[config.mk]
export PLATFORM = sky130hd
export DESIGN_NAME = rgb2ycbcr_flat
export DESIGN_NICKNAME = d
export VERILOG_FILES = /design/src/rtl/rgb2ycbcr_if.sv /design/src/rtl/rgb2ycbcr.sv /design/src/flat_wrapper.sv
export SDC_FILE = /design/constraint.sdc
export NUM_CORES = 1
export LEC_CHECK = 0
export BUFFER_PORTS_ARGS = -buffer_cell sky130_fd_sc_hd__buf_4
export CAP_MARGIN = 20
export CORE_MARGIN = 2
export CORE_UTILIZATION = 41
export CTS_CLUSTER_DIAMETER = 60
export CTS_CLUSTER_SIZE = 12
export DETAILED_ROUTE_END_ITERATION = 7
export MAX_ROUTING_LAYER = met4
export PLACE_DENSITY = 0.62
export SLEW_MARGIN = 20
export SYNTH_ARGS = -nofsm -noshare
export SYNTH_HDL_FRONTEND = slang
export SYNTH_SLANG_ARGS = --single-unit
[constraint.sdc]
create_clock -name clk -period 7.3 [get_ports clk]
set_input_delay 1.095 -clock clk [delete_from_list [all_inputs] [get_ports clk]]
set_output_delay 1.095 -clock clk [all_outputs]
set_load 0.1 [all_outputs]
[src/rtl/rgb2ycbcr_if.sv]
// Pixel stream bundle for the colour-space converter: RGB/sync/mode in,
// converted pixel, aligned syncs, position counters and mode out.
interface rgb2ycbcr_if #(
   parameter int COLORDEPTH = 8,
   parameter int XW         = 11,
   parameter int YW         = 11
);
   logic [3*COLORDEPTH-1:0] rgb_i;
   logic                    dv_i;
   logic                    hs_i;
   logic                    vs_i;
   logic [1:0]              mode_i;

   logic [3*COLORDEPTH-1:0] pix_o;
   logic [COLORDEPTH-1:0]   y_o;
   logic                    dv_o;
   logic                    hs_o;
   logic                    vs_o;
   logic                    line_start_o;
   logic                    frame_start_o;
   logic [XW-1:0]           x_o;
   logic [YW-1:0]           y_line_o;
   logic [1:0]              mode_o;

   modport master (
      output rgb_i, dv_i, hs_i, vs_i, mode_i,
      input  pix_o, y_o, dv_o, hs_o, vs_o, line_start_o, frame_start_o,
             x_o, y_line_o, mode_o
   );

   modport slave (
      input  rgb_i, dv_i, hs_i, vs_i, mode_i,
      output pix_o, y_o, dv_o, hs_o, vs_o, line_start_o, frame_start_o,
             x_o, y_line_o, mode_o
   );
endinterface

[src/rtl/rgb2ycbcr.sv]
// BT.601 full-range RGB -> Y/Cb/Cr / gray / bypass converter, fixed 3-stage
// pipeline with delay-matched syncs, position counters and frame-latched mode.
module rgb2ycbcr #(
   parameter int COLORDEPTH = 8,
   parameter int XW         = 11,
   parameter int YW         = 11
) (
   input  logic       clk,
   input  logic       rst,
   rgb2ycbcr_if.slave bus
);
   localparam int CD = COLORDEPTH;
   localparam int AW = CD + 10;
   localparam int PW = 3 * CD;

   localparam logic signed [AW-1:0] RND_S = AW'(128);
   localparam logic signed [AW-1:0] MID_S = AW'(2 ** (CD - 1));
   localparam logic signed [AW-1:0] MAX_S = AW'(2 ** CD - 1);
   localparam logic [CD-1:0]        MID_U = CD'(2 ** (CD - 1));
   localparam logic [CD-1:0]        MAX_U = '1;

   // Row-major {Y, Cb, Cr} x {R, G, B}, 8 fractional bits.
   localparam int COEF_TAB [9] = '{77, 150, 29, -43, -85, 128, 128, -107, -21};

   typedef enum logic [1:0] {
      M_GRAY   = 2'd0,
      M_YCBCR  = 2'd1,
      M_BYPASS = 2'd2,
      M_LUMA   = 2'd3
   } mode_t;

   typedef struct packed {
      logic [PW-1:0] rgb;
      logic          dv;
      logic          hs;
      logic          vs;
      logic          ls;
      logic          fs;
      logic [XW-1:0] x;
      logic [YW-1:0] y;
      mode_t         mode;
   } side_t;

   // Input-side edge detectors and counters
   logic          dv_prev_q, dv_prev_d;
   logic          vs_prev_q, vs_prev_d;
   logic [XW-1:0] x_cnt_q, x_cnt_d;
   logic [YW-1:0] y_cnt_q, y_cnt_d;
   mode_t         mode_act_q, mode_act_d;

   logic          dv_rise, dv_fall, vs_rise;
   logic [XW-1:0] x_cur;
   logic [YW-1:0] y_cur;
   mode_t         mode_cur;

   // Pipeline registers
   side_t                  s1_q, s1_d;
   side_t                  s2_q, s2_d;
   logic signed [AW-1:0]   prod_q [9];
   logic signed [AW-1:0]   prod_d [9];
   logic signed [AW-1:0]   sum_q [3];
   logic signed [AW-1:0]   sum_d [3];
   logic signed [AW-1:0]   rnd [3];
   logic [CD-1:0]          chan_sat [3];

   // Output registers
   logic [PW-1:0] pix_q, pix_d;
   logic [CD-1:0] luma_q, luma_d;
   logic          dv_q, dv_d;
   logic          hs_q, hs_d;
   logic          vs_q, vs_d;
   logic          ls_q, ls_d;
   logic          fs_q, fs_d;
   logic [XW-1:0] x_q, x_d;
   logic [YW-1:0] yl_q, yl_d;
   mode_t         mode_q, mode_d;
   logic [PW-1:0] pix_mux;

   // Stage 1: nine channel x coefficient products
   for (genvar gi = 0; gi < 9; gi++) begin : g_prod
      localparam int                   COL  = gi % 3;
      localparam logic signed [AW-1:0] COEF = AW'(COEF_TAB[gi]);
      assign prod_d[gi] = $signed({{(AW - CD){1'b0}}, bus.rgb_i[(2 - COL)*CD +: CD]}) * COEF;
   end

   // Stage 2 sums and stage 3 round/offset/saturate, one per output channel
   for (genvar gi = 0; gi < 3; gi++) begin : g_chan
      localparam logic signed [AW-1:0] OFFS = (gi == 0) ? AW'(0) : MID_S;
      assign sum_d[gi]    = prod_q[3*gi] + prod_q[3*gi + 1] + prod_q[3*gi + 2];
      assign rnd[gi]      = ((sum_q[gi] + RND_S) >>> 8) + OFFS;
      assign chan_sat[gi] = rnd[gi][AW-1]    ? '0 :
                            (rnd[gi] > MAX_S) ? MAX_U : rnd[gi][CD-1:0];
   end

   always_comb begin
      dv_rise = bus.dv_i & ~dv_prev_q;
      dv_fall = ~bus.dv_i & dv_prev_q;
      vs_rise = bus.vs_i & ~vs_prev_q;

      // A rising edge clears, so a new line or frame index always starts at 0.
      x_cur    = dv_rise ? '0 : (bus.dv_i ? x_cnt_q + 1'b1 : x_cnt_q);
      y_cur    = vs_rise ? '0 : y_cnt_q;
      mode_cur = vs_rise ? mode_t'(bus.mode_i) : mode_act_q;

      dv_prev_d  = bus.dv_i;
      vs_prev_d  = bus.vs_i;
      x_cnt_d    = x_cur;
      y_cnt_d    = vs_rise ? '0 : (dv_fall ? y_cnt_q + 1'b1 : y_cnt_q);
      mode_act_d = mode_cur;

      s1_d.rgb  = bus.rgb_i;
      s1_d.dv   = bus.dv_i;
      s1_d.hs   = bus.hs_i;
      s1_d.vs   = bus.vs_i;
      s1_d.ls   = dv_rise;
      s1_d.fs   = vs_rise;
      s1_d.x    = x_cur;
      s1_d.y    = y_cur;
      s1_d.mode = mode_cur;
      s2_d      = s1_q;

      case (s2_q.mode)
         M_GRAY:   pix_mux = {chan_sat[0], chan_sat[0], chan_sat[0]};
         M_YCBCR:  pix_mux = {chan_sat[0], chan_sat[1], chan_sat[2]};
         M_BYPASS: pix_mux = s2_q.rgb;
         default:  pix_mux = {chan_sat[0], MID_U, MID_U};
      endcase

      pix_d  = s2_q.dv ? pix_mux : '0;
      luma_d = s2_q.dv ? chan_sat[0] : '0;
      dv_d   = s2_q.dv;
      hs_d   = s2_q.hs;
      vs_d   = s2_q.vs;
      ls_d   = s2_q.ls;
      fs_d   = s2_q.fs;
      x_d    = s2_q.x;
      yl_d   = s2_q.y;
      mode_d = s2_q.mode;
   end

   always_ff @(posedge clk) begin
      if (rst) begin
         dv_prev_q  <= 1'b0;
         vs_prev_q  <= 1'b0;
         x_cnt_q    <= '0;
         y_cnt_q    <= '0;
         mode_act_q <= M_GRAY;
         s1_q       <= '0;
         s2_q       <= '0;
         for (int i = 0; i < 9; i++) prod_q[i] <= '0;
         for (int i = 0; i < 3; i++) sum_q[i] <= '0;
         pix_q      <= '0;
         luma_q     <= '0;
         dv_q       <= 1'b0;
         hs_q       <= 1'b0;
         vs_q       <= 1'b0;
         ls_q       <= 1'b0;
         fs_q       <= 1'b0;
         x_q        <= '0;
         yl_q       <= '0;
         mode_q     <= M_GRAY;
      end else begin
         dv_prev_q  <= dv_prev_d;
         vs_prev_q  <= vs_prev_d;
         x_cnt_q    <= x_cnt_d;
         y_cnt_q    <= y_cnt_d;
         mode_act_q <= mode_act_d;
         s1_q       <= s1_d;
         s2_q       <= s2_d;
         for (int i = 0; i < 9; i++) prod_q[i] <= prod_d[i];
         for (int i = 0; i < 3; i++) sum_q[i] <= sum_d[i];
         pix_q      <= pix_d;
         luma_q     <= luma_d;
         dv_q       <= dv_d;
         hs_q       <= hs_d;
         vs_q       <= vs_d;
         ls_q       <= ls_d;
         fs_q       <= fs_d;
         x_q        <= x_d;
         yl_q       <= yl_d;
         mode_q     <= mode_d;
      end
   end

   assign bus.pix_o         = pix_q;
   assign bus.y_o           = luma_q;
   assign bus.dv_o          = dv_q;
   assign bus.hs_o          = hs_q;
   assign bus.vs_o          = vs_q;
   assign bus.line_start_o  = ls_q;
   assign bus.frame_start_o = fs_q;
   assign bus.x_o           = x_q;
   assign bus.y_line_o      = yl_q;
   assign bus.mode_o        = mode_q;
endmodule
[src/flat_wrapper.sv]
// flat-port wrapper written by rule: the top's interface ports become plain ports
module rgb2ycbcr_flat 
#(
   parameter int COLORDEPTH = 8,
   parameter int XW         = 11,
   parameter int YW         = 11
)
  (clk, rst, bus_rgb_i, bus_dv_i, bus_hs_i, bus_vs_i, bus_mode_i, bus_pix_o, bus_y_o, bus_dv_o, bus_hs_o, bus_vs_o, bus_line_start_o, bus_frame_start_o, bus_x_o, bus_y_line_o, bus_mode_o);
  rgb2ycbcr_if #(.COLORDEPTH(COLORDEPTH), .XW(XW), .YW(YW)) bus_i ();
  input  logic clk;
  input  logic rst;
  input wire logic [$bits(bus_i.rgb_i)-1:0] bus_rgb_i;
  input wire logic [$bits(bus_i.dv_i)-1:0] bus_dv_i;
  input wire logic [$bits(bus_i.hs_i)-1:0] bus_hs_i;
  input wire logic [$bits(bus_i.vs_i)-1:0] bus_vs_i;
  input wire logic [$bits(bus_i.mode_i)-1:0] bus_mode_i;
  output wire logic [$bits(bus_i.pix_o)-1:0] bus_pix_o;
  output wire logic [$bits(bus_i.y_o)-1:0] bus_y_o;
  output wire logic [$bits(bus_i.dv_o)-1:0] bus_dv_o;
  output wire logic [$bits(bus_i.hs_o)-1:0] bus_hs_o;
  output wire logic [$bits(bus_i.vs_o)-1:0] bus_vs_o;
  output wire logic [$bits(bus_i.line_start_o)-1:0] bus_line_start_o;
  output wire logic [$bits(bus_i.frame_start_o)-1:0] bus_frame_start_o;
  output wire logic [$bits(bus_i.x_o)-1:0] bus_x_o;
  output wire logic [$bits(bus_i.y_line_o)-1:0] bus_y_line_o;
  output wire logic [$bits(bus_i.mode_o)-1:0] bus_mode_o;
  assign bus_i.rgb_i = bus_rgb_i;
  assign bus_i.dv_i = bus_dv_i;
  assign bus_i.hs_i = bus_hs_i;
  assign bus_i.vs_i = bus_vs_i;
  assign bus_i.mode_i = bus_mode_i;
  assign bus_pix_o = bus_i.pix_o;
  assign bus_y_o = bus_i.y_o;
  assign bus_dv_o = bus_i.dv_o;
  assign bus_hs_o = bus_i.hs_o;
  assign bus_vs_o = bus_i.vs_o;
  assign bus_line_start_o = bus_i.line_start_o;
  assign bus_frame_start_o = bus_i.frame_start_o;
  assign bus_x_o = bus_i.x_o;
  assign bus_y_line_o = bus_i.y_line_o;
  assign bus_mode_o = bus_i.mode_o;
  rgb2ycbcr #(.COLORDEPTH(COLORDEPTH), .XW(XW), .YW(YW)) u_core (.clk(clk), .rst(rst), .bus(bus_i));
endmodule
Word level (Yosys, flattened, before mapping)

Memories as Yosys holds them, arrays and structs flattened.
Cells that the tools add are included.

Memory bits (writable): 216
Memories: 2
Bits of input ports: 31
Bits in registers: 178

Memories:

| memory        | depth | width | rd ports | clocked after Yosys merged registers in | wr ports | RTL line        | RTL |
|---|---|---|---|---|---|---|---|
| u_core.prod_q | 9     | 18    | 9        | 0                                       | 9        | rgb2ycbcr.sv:59 | `logic signed [AW-1:0] prod_q [9];` |
| u_core.sum_q  | 3     | 18    | 3        | 0                                       | 3        | rgb2ycbcr.sv:61 | `logic signed [AW-1:0] sum_q [3];` |

Eq/ne operators: 2
Add/sub/neg operators: 13
Magnitude comparators: 3
Multiply operators: 7
Bitwise logic cells: 19
Reduce and logical (&&, ||, !) cells: 4
Multiplexer cells: 22

Operators by type and width:

| cell                                                                   | count |
|---|---|
| 18-bit two-way mux                                                     | 12 |
| 18-bit adder                                                           | 6 |
| 24-bit one-hot mux with 3 select lines                                 | 1 |
| 18-bit by 9-bit adder with 18-bit output (second input constant)       | 3 |
| 8-bit two-way mux                                                      | 6 |
| 18-bit by 9-bit > comparator with 1-bit output (second input constant) | 2 |
| 9-bit by 8-bit multiplier with 17-bit output (second input constant)   | 2 |
| 8-bit by 7-bit multiplier with 15-bit output (second input constant)   | 2 |
| 10-bit by 9-bit adder with 11-bit output (second input constant)       | 2 |
| 11-bit by 1-bit adder with 11-bit output (second input constant)       | 2 |
| 9-bit by 7-bit multiplier with 16-bit output (second input constant)   | 1 |
| 9-bit by 6-bit multiplier with 15-bit output (second input constant)   | 1 |
| 8-bit by 5-bit multiplier with 13-bit output (second input constant)   | 1 |
| 1-bit bitwise OR                                                       | 12 |
| 10-bit by 9-bit > comparator with 1-bit output (second input constant) | 1 |
| 2-bit OR reduction                                                     | 3 |
| 1-bit inverter                                                         | 4 |
| 1-bit bitwise AND                                                      | 3 |
| 1-bit two-way mux                                                      | 3 |
| 2-bit by 1-bit == test with 1-bit output (second input constant)       | 1 |
| 2-bit == test (second input constant)                                  | 1 |
| 2-bit zero test                                                        | 1 |

Longest topological paths before layout

Gate-level depths: netlist of the first run.
An unclocked memory read counts as a cell.

Word-level depth: 7
Depth in mapped cells: 17

Least setup slack after synthesis of the first run

No wires, ideal clock.

Path kind: in2reg
Start: input port bus_rgb_i[2]
End: memory u_core.prod_q[0][157] (netlist name)
Slack: 2.635 ns
Path buffers: 0
Data arrival time: 4.537 ns
Stages on the path: 17
Library setup time: 0.128 ns
Path through: inv_1 -> ha_1 -> inv_1 -> ha_1 -> inv_1 -> fa_1 -> inv_1 -> fa_1 -> ha_1 -> a21o_1 -> a21oi_1 -> nor2b_1 -> o21a_1 -> or4_1 -> a41o_1 -> xnor2_1 -> nor2_1

RTL lines:

| item            | RTL line           | RTL |
|---|---|---|
| start, declared | flat_wrapper.sv:12 | `input wire logic [$bits(bus_i.rgb_i)-1:0] bus_rgb_i;` |
| end, declared   | rgb2ycbcr.sv:59    |  |

==> results of run 1 <==
==> through the flow <==
step	hold slack (ns)	util	total power [mW]	setup WS, ns
2_1_floorplan	0.414	-	4.15	2.63
6_report	0.431	0.470	6.40	2.77
3_3_place_gp	0.419	0.446	4.77	2.27
4_1_cts	0.436	0.470	6.46	2.77
5_1_grt	0.452	0.470	6.92	2.51
3_5_place_dp	0.424	0.446	4.82	2.25
==> worst max-delay path: stages <==
cell,delay [ns]
buf_4,0.15
inv_1,0.08
ha_1,0.27
inv_1,0.07
ha_1,0.27
inv_1,0.05
fa_1,0.52
inv_1,0.05
fa_1,0.50
ha_1,0.32
a21o_1,0.18
a21oi_1,0.21
nor2b_1,0.07
o21a_1,0.17
or4_1,0.43
a41o_1,0.26
xnor2_1,0.13
nor2_1,0.06
==> path summary, 6_finish.rpt <==
path                                      start                    end
worst max-delay path               bus_rgb_i[2]  u_core.prod_q[0][157]
worst min-delay path            u_core.s1_q[42]        u_core.s2_q[42]
worst max register to register  u_core.s1_q[46]    u_core.sum_q[0][15]
worst min register to register  u_core.s1_q[42]        u_core.s2_q[42]
==> synth_stat cells, types with 25 or more instances <==
| cell type | instances |
|---|---|
| o21ai_0 | 32 |
| a21oi_1 | 72 |
| inv_1 | 235 |
| nand3_1 | 25 |
| nor2b_1 | 115 |
| a21o_1 | 36 |
| fa_1 | 97 |
| ha_1 | 327 |
| nor3_1 | 28 |
| and2_1 | 26 |
| clkbuf_1 | 35 |
| nor2_1 | 182 |
| xnor2_1 | 73 |
| nand2_1 | 48 |
| dfxtp_1 | 304 |
| xor2_1 | 54 |
==> placed cells by master, fill, tap and decap left out, types with 28 or more instances in the layout <==
| master | count |
|---|---|
| xor2_1 | 54 |
| buf_4 | 91 |
| inv_1 | 235 |
| xnor2_1 | 73 |
| fa_1 | 97 |
| o21ai_0 | 32 |
| clkbuf_16 | 35 |
| a21o_1 | 36 |
| nor2_1 | 182 |
| nor2b_1 | 115 |
| a21oi_1 | 72 |
| nand2_1 | 48 |
| nor3_1 | 28 |
| ha_1 | 327 |
| dfxtp_1 | 304 |
==> report_power, final <==
group          total (mW)  internal (mW)  switching (mW)
logic                2.68           1.16            1.52
registers            2.11           1.92           0.190
clock network        1.61          0.954           0.654
==> per-layer routing <==
| metal | GRT usage | vias up | routed length, µm |
|---|---|---|---|
| li1 | - | 6365 | - |
| met1 | 0.225 | 5837 | 18600 |
| met2 | 0.271 | 176 | 16900 |
| met3 | 0.0230 | 47 | 1320 |
| met4 | 0.0422 | 0 | 745 |
| met5 | - | - | 0 |
==> final cells by class <==
| cell class | count | area (µm²) | area share |
|---|---|---|---|
| diodes | 1 | 2.50 | 0.000120 |
| clock buffers | 39 | 901 | 0.0433 |
| multi-input cells | 1296 | 11400 | 0.546 |
| flip-flops and latches | 304 | 6090 | 0.292 |
| well taps | 592 | 741 | 0.0356 |
| repair buffers | 93 | 714 | 0.0343 |
| clock inverters | 10 | 131 | 0.00631 |
| inverters | 235 | 882 | 0.0424 |
==> registers in the layout (all words and copies together) (netlist names), 2 cells and up <==
register	cells
u_core.mode_d	2
u_core.bus.y_line_o	11
u_core.prod_q	95
u_core.bus.pix_o	24
u_core.bus.mode_o	2
u_core.yl_d	11
u_core.x_cnt_q	11
u_core.s1_q	37
u_core.mode_act_q	2
u_core.bus.y_o	8
u_core.bus.x_o	11
u_core.y_cnt_q	11
u_core.sum_q	32
u_core.x_d	11
u_core.s2_q	24
==> kinds of logic (layout without fill, tap and decap cells) <==
| kind of cell | after synthesis | in the layout | synth area share |
|---|---|---|---|
| and+or+nand+nor | 500 | 500 | 0.137 |
| adders and majority gates | 424 | 424 | 0.326 |
| DFF | 304 | 304 | 0.329 |
| buffers and inverters | 275 | 377 | 0.0564 |
| AOI/OAI and AO/OA | 238 | 238 | 0.0868 |
| xor gates and xnor gates | 127 | 127 | 0.0602 |
| muxes | 7 | 7 | 0.00379 |
| other | 0 | 1 | 0 |
==> flow_summary.yaml, run 1 <==
finish:
  finalInstanceArea_um2: 20800
  final_cells: 2570
  nets: 2419
  drive_gt1_frac: 0.0865
  area_growth_pct: 12.6
  fillers: 4192
clock_tree:
  cts_hold_buf: 0
  h-tree-depth: 2
  clk_pin_slew_ns: 0.06
  post_cts_resized: 0
  clock_latency_ns: 0.51
  postCtsSetupRepairBufs: 0
  cts_sinks: 304
  clockRootBuffer: "clkbuf_16"
  clk_path_buf_depth: 3
  tritoncts: "done"
  numCtsBuffers: 34
drt:
  drc_errors: 0
  vias_per_cell: 4.83
  drt-initial-drc-count: 511
  dr.pass1.iters: 4
  vias: 12400
  wl_per_cell_um: 14.6
  ant_nets: 0
  routed_wl_mm: 37.6
logic_synthesis:
  yosys_most_used_dff: "dfxtp_1"
  synth_top_cell_by_area: "dfxtp_1"
  syn_nets: 2330
  postSynthAreaPerCell_um2: 9.86
  netlist_instances: 1875
  synth_cell_types: 67
  synth_async_sr_flop_share: 0
  ys_warn_count: 0
  synth_edf_count: 0
  ys_seq_area_frac: 0.329
  synth_top_area_frac: 0.329
  syn_area_um2: 18500
  ys_seq_elements: 304
  synth_area_leaders: "dfxtp_1, ha_1, fa_1"
placement:
  dp.final_hpwl_mm: 30.7
  dpl.cell_count: 2520
  placed_area_um2: 19800
  io_buffers: 91
  place_congestion: 0.889
pwr:
  vdd_drop_max_mv: 0.158
  leakage_nw: 10.2
  pwr_density_cell_nw_per_um2: 307
floorplan:
  initial_core_util: 0.417
  num_rows: 77
  core_region_area_um2: 44300
  die_h_um: 216
  io_pins: 92
  die_x_um: 216
  dieArea_um2: 46800
hold_path:
  hold_class: "reg2reg"
  worst_hold_path.num_cells: 1
grt:
  overflow: 0
  grt_pass1_wl_mm: 62.1
  antenna_found_initial: 2
  grt_util_all_layers: 0.169
  grt_max_degree: 176
  grt_pass1_vias: 12500
sta:
  relSlewSlack: 0.514
  finalSetupTns_ns: 0
  finalSetupViolCount: 0
  tightest_slew_ns: 0.729
  skew_ns: 0.0136
  slew_violations: 0
  final.min_clock_period_ns: 4.53
  hold_viol: 0
  fmax_mhz: 221
  rsz0062_at_grt: "no"
  finalCritPeriodShare: 0.621
setup_path:
  cp_max_fo: 8
  crit_type: "in2reg"
  crit_arrival_ns: 4.89
  r2r_setup_slack_ns: 4.14
  r2r_cells: 10
  crit_required_ns: 7.66
  cp-start-kind: "primary input"
  endpoint_kind: "register"
job:
  maxCapViolCount: 0
outcome:
  status: "finished clean"
(Power assumes the default switching activity.)
==> run 2, diff against run 1 <==
==> constraint.sdc (replaced) <==
create_clock -name clk -period 4.5 [get_ports clk]
set_input_delay 0.675 -clock clk [delete_from_list [all_inputs] [get_ports clk]]
set_output_delay 0.675 -clock clk [all_outputs]
set_load 0.1 [all_outputs]
==> run 2 against run 1 <==
Against the previous run:
- non-clock buffer count up 21
- global-route usage up 0.37 points
- clock skew up 0.0098 ns
- critical path type unchanged
==> flow_summary.yaml, run 2 (same netlist as run 1, synthesis figures left out) <==
grt:
  overflow: 0
  grt_util_all_layers: 0.172
  antenna_found_initial: 2
  grt_pass1_wl_mm: 63.3
  grt_pass1_vias: 12500
  grt_max_degree: 208
clock_tree:
  clk_pin_slew_ns: 0.06
  clk_path_buf_depth: 3
  cts_hold_buf: 0
  numCtsBuffers: 34
  postCtsSetupRepairBufs: 0
  h-tree-depth: 2
  clock_latency_ns: 0.52
  tritoncts: "done"
  cts_sinks: 304
  clockRootBuffer: "clkbuf_16"
  post_cts_resized: 0
placement:
  dp.final_hpwl_mm: 31.1
  dpl_worst_slack_ns: -0.000680
  io_buffers: 91
  dpl.cell_count: 2541
  place_congestion: 0.880
sta:
  finalCritPeriodShare: 0.889
  slew_violations: 0
  hold_viol: 0
  fmax_mhz: 250
  final.min_clock_period_ns: 4.00
  relSlewSlack: 0.347
  tightest_slew_ns: 0.980
  finalSetupViolCount: 0
  skew_ns: 0.0235
  rsz0062_at_grt: "no"
  setup_ws_ns: 0.499
setup_path:
  cp-start-kind: "primary input"
  crit_cells: 18
  cpMostUsedCell: "inv_1"
  cp_slowest_cell: "fa_1"
  critical-path-top-delay-family: "adder cells"
  r2r_cells: 10
  crit_arrival_ns: 4.36
  endpoint_kind: "register"
  crit_type: "in2reg"
  path_cells: "buf_4 -> inv_1 -> ha_1 -> inv_1 -> ha_1 -> inv_1 -> fa_1 -> inv_1 -> fa_1 -> ha_1 -> a21o_1 -> a21oi_1 -> nor2b_1 -> o21a_1 -> or4_1 -> a41o_1 -> xnor2_1 -> nor2_1"
  crit_required_ns: 4.86
  cp_max_fo: 2
  cpPeakStageDelay_ns: 0.52
  cp_num_buf_inv: 5
outcome:
  status: "finished clean"
finish:
  layout_common_cells: "ha_1, dfxtp_1, inv_1"
  layout_commonest_cell: "ha_1"
  post-route-util: 0.473
  final_cells: 2591
  nets: 2440
  top_register: "u_core.prod_q"
  largest_reg_flops: 95
  area_growth_pct: 13.3
  reg_top3: "u_core.prod_q (95), u_core.s1_q (37), u_core.sum_q (32)"
  drive_gt1_frac: 0.0956
drt:
  drc_errors: 0
  ant_nets: 0
  drt-initial-drc-count: 437
  vias_per_cell: 4.78
  dr.pass1.iters: 5
  vias: 12400
  routed_wl_mm: 38.2
  wl_per_cell_um: 14.7
pwr:
  leakage_nw: 10.3
  power_mw: 10.4
  pwr_density_cell_nw_per_um2: 496
  vdd_drop_max_mv: 0.255
floorplan:
  num_rows: 77
  io_pins: 92
  initial_core_util: 0.417
  dieArea_um2: 46800
  die_h_um: 216
  die_x_um: 216
  core_region_area_um2: 44300
hold_path:
  worst_hold_path.num_cells: 2
  hold_class: "in2reg"
job:
  maxCapViolCount: 0
==> run 2: path summary, 6_finish.rpt <==
path                        start               endpoint  slack [ns]
hold / removal      bus_mode_i[0]   u_core.mode_act_q[0]        0.37
hold reg to reg   u_core.s1_q[42]        u_core.s2_q[42]        0.43
setup / recovery     bus_rgb_i[2]  u_core.prod_q[0][157]        0.50
setup reg to reg  u_core.s1_q[46]    u_core.sum_q[0][15]        1.39
==> run 2: metrics by stage <==
| stage | hold WS, ns | area, µm² | setup TNS [ns] |
|---|---|---|---|
| 2_1_floorplan | 0.414 | 18500 | 0 |
| 3_3_place_gp | 0.420 | 19900 | 0 |
| 6_report | 0.370 | 21000 | 0 |
| 4_1_cts | 0.347 | 21000 | 0 |
| 3_5_place_dp | 0.421 | 19900 | -0.000680 |
| 5_1_grt | 0.353 | 21000 | 0 |
==> run 2: area by class of cell <==
type                    instances  area, µm²
well taps                     592        741
diodes                          1       2.50
clock inverters                 9        108
multi-input cells            1296      11400
clock buffers                  40        905
fillers                      4224      23400
flip-flops and latches        304       6090
inverters                     235        882
repair buffers                114        872
==> run 2: routing by layer <==
layer | global-route usage | routed length [µm] | up-vias
met3 | 0.0215 | 1300 | 43
met1 | 0.236 | 19200 | 5753
li1 | - | - | 6409
met2 | 0.273 | 17000 | 179
met4 | 0.0404 | 715 | 0
met5 | - | 0 | -
==> run 2: power by group <==
group / switching (mW) / internal [mW]
clock network: 1.06 / 1.49
registers: 0.305 / 3.11
logic: 2.52 / 1.91
==> run 3, diff against run 2 <==
--- a/config.mk
+++ b/config.mk
@@ -7,7 +7,7 @@
 export LEC_CHECK = 0
 export BUFFER_PORTS_ARGS = -buffer_cell sky130_fd_sc_hd__buf_4
 export CAP_MARGIN = 20
-export CORE_MARGIN = 2
+export CORE_ASPECT_RATIO = 0.6
 export CORE_UTILIZATION = 41
 export CTS_CLUSTER_DIAMETER = 60
 export CTS_CLUSTER_SIZE = 12
==> run 3 against run 2 <==
Against the previous run:
- largest cell class unchanged
- via count grew 3.2%
- core utilization shrank 0.10 points
- first-iteration DRC count grew 89%
- flip-flop and latch count is the same
- final cell count shrank 1.2%
- largest power group unchanged
==> flow_summary.yaml, run 3 (same netlist as run 1, synthesis figures left out) <==
drt:
  wl_per_cell_um: 16.7
  drc_errors: 0
  drt-initial-drc-count: 824
  dr.pass1.iters: 5
  vias_per_cell: 4.99
  vias: 12800
  ant_nets: 0
  routed_wl_mm: 42.8
finish:
  nets: 2433
  final_cells: 2561
  fillers: 4095
  multi_input_area_um2: 11400
  post-route-util: 0.472
  layout_common_cells: "ha_1, dfxtp_1, inv_1"
  layout_commonest_cell: "ha_1"
  finalInstanceArea_um2: 20700
  largest_reg_flops: 95
  drive_gt1_frac: 0.0893
  regArea_um2: 6090
  reg_top3: "u_core.prod_q (95), u_core.s1_q (37), u_core.sum_q (32)"
  area_growth_pct: 12.1
  top_register: "u_core.prod_q"
setup_path:
  cp-start-kind: "primary input"
  cp_max_fo: 3
  crit_arrival_ns: 4.37
  path_cells: "buf_4 -> inv_1 -> ha_1 -> fa_1 -> inv_1 -> fa_1 -> fa_1 -> inv_1 -> ha_1 -> inv_1 -> nor2_1 -> o21a_1 -> or4_1 -> a41oi_1 -> xnor2_1 -> nor2_1"
  cpMostUsedCell: "inv_1"
  cp_slowest_cell: "fa_1"
  crit_required_ns: 4.92
  crit_type: "in2reg"
  endpoint_kind: "register"
  cpPeakStageDelay_ns: 0.53
pwr:
  pwr_density_cell_nw_per_um2: 492
  leakage_nw: 10.2
  power_mw: 10.2
  vdd_drop_max_mv: 0.352
sta:
  fmax_mhz: 253
  hold_viol: 0
  finalCritPeriodShare: 0.878
  holdWs_ns: 0.318
  tightest_slew_ns: 0.829
  skew_ns: 0.0199
  setup_ws_ns: 0.550
  finalSetupTns_ns: 0
  slew_violations: 0
  finalSetupViolCount: 0
  final.min_clock_period_ns: 3.95
  relSlewSlack: 0.447
  rsz0062_at_grt: "no"
clock_tree:
  postCtsSetupRepairBufs: 0
  h-tree-depth: 1
  clk_pin_slew_ns: 0.06
  numCtsBuffers: 30
  post_cts_resized: 0
  cts_hold_buf: 0
  tritoncts: "done"
  clk_path_buf_depth: 3
  clockRootBuffer: "clkbuf_16"
  clock_latency_ns: 0.57
  cts_sinks: 304
placement:
  dpl.cell_count: 2525
  placed_area_um2: 19900
  dpl_worst_slack_ns: 0.00251
  io_buffers: 91
  place_congestion: 0.902
  dp.final_hpwl_mm: 34.7
floorplan:
  dieArea_um2: 46000
  die_h_um: 166
  core_region_area_um2: 43900
  die_x_um: 276
  io_pins: 92
  num_rows: 59
  initial_core_util: 0.421
grt:
  antenna_found_initial: 4
  grt_pass1_wl_mm: 69.2
  grt_max_degree: 176
  grt_util_all_layers: 0.196
  grt_pass1_vias: 12700
  overflow: 0
job:
  maxCapViolCount: 0
outcome:
  status: "finished clean"
hold_path:
  hold_class: "in2reg"
[run 3: power breakdown]
part	switching, mW	internal (mW)	total (mW)	leakage [nW]
clock	1.01	1.24	2.25	0.398
combinational	2.56	1.93	4.49	7.27
sequential	0.343	3.11	3.45	2.50
total	3.91	6.27	10.2	10.2
[run 3: cell type report]
type | instances | share of cell area
Clock buffer | 31 | 0.0364
Tap cell | 579 | 0.0350
Multi-Input combinational cell | 1296 | 0.548
Inverter | 235 | 0.0426
Sequential cell | 304 | 0.294
Antenna cell | 1 | 0.000121
Clock inverter | 4 | 0.00314
Timing Repair Buffer | 111 | 0.0410
[run 3: worst max-delay path: cells and delay by family]
family                   cells  cell delay, ns
adder cells (fa/ha/maj)      5            2.19
AO/OA/AOI/OAI                2            0.45
buffers and inverters        5            0.32
AND/OR/NAND/NOR              3            0.56
XOR/XNOR                     1            0.16
[run 3: metal layers]
| layer | part of all wire | GRT usage | routed length [µm] | up-vias |
|---|---|---|---|---|
| met5 | 0 | - | 0 | - |
| met4 | 0.019 | 0.0376 | 807 | 0 |
| met3 | 0.049 | 0.0274 | 2100 | 56 |
| met2 | 0.38 | 0.262 | 16100 | 242 |
| met1 | 0.56 | 0.306 | 23800 | 6096 |
| li1 | - | - | - | 6392 |
[run 3: final timing paths]
kind,end,slack (ns),cells after the start,from
setup reg to reg,u_core.sum_q[0][52],1.32,9,u_core.s1_q[45]
setup / recovery,u_core.prod_q[0][68],0.55,16,bus_rgb_i[17]
hold / removal,u_core.s1_q[27],0.32,2,bus_hs_i
hold reg to reg,u_core.bus.y_line_o[4],0.43,1,u_core.yl_d[4]
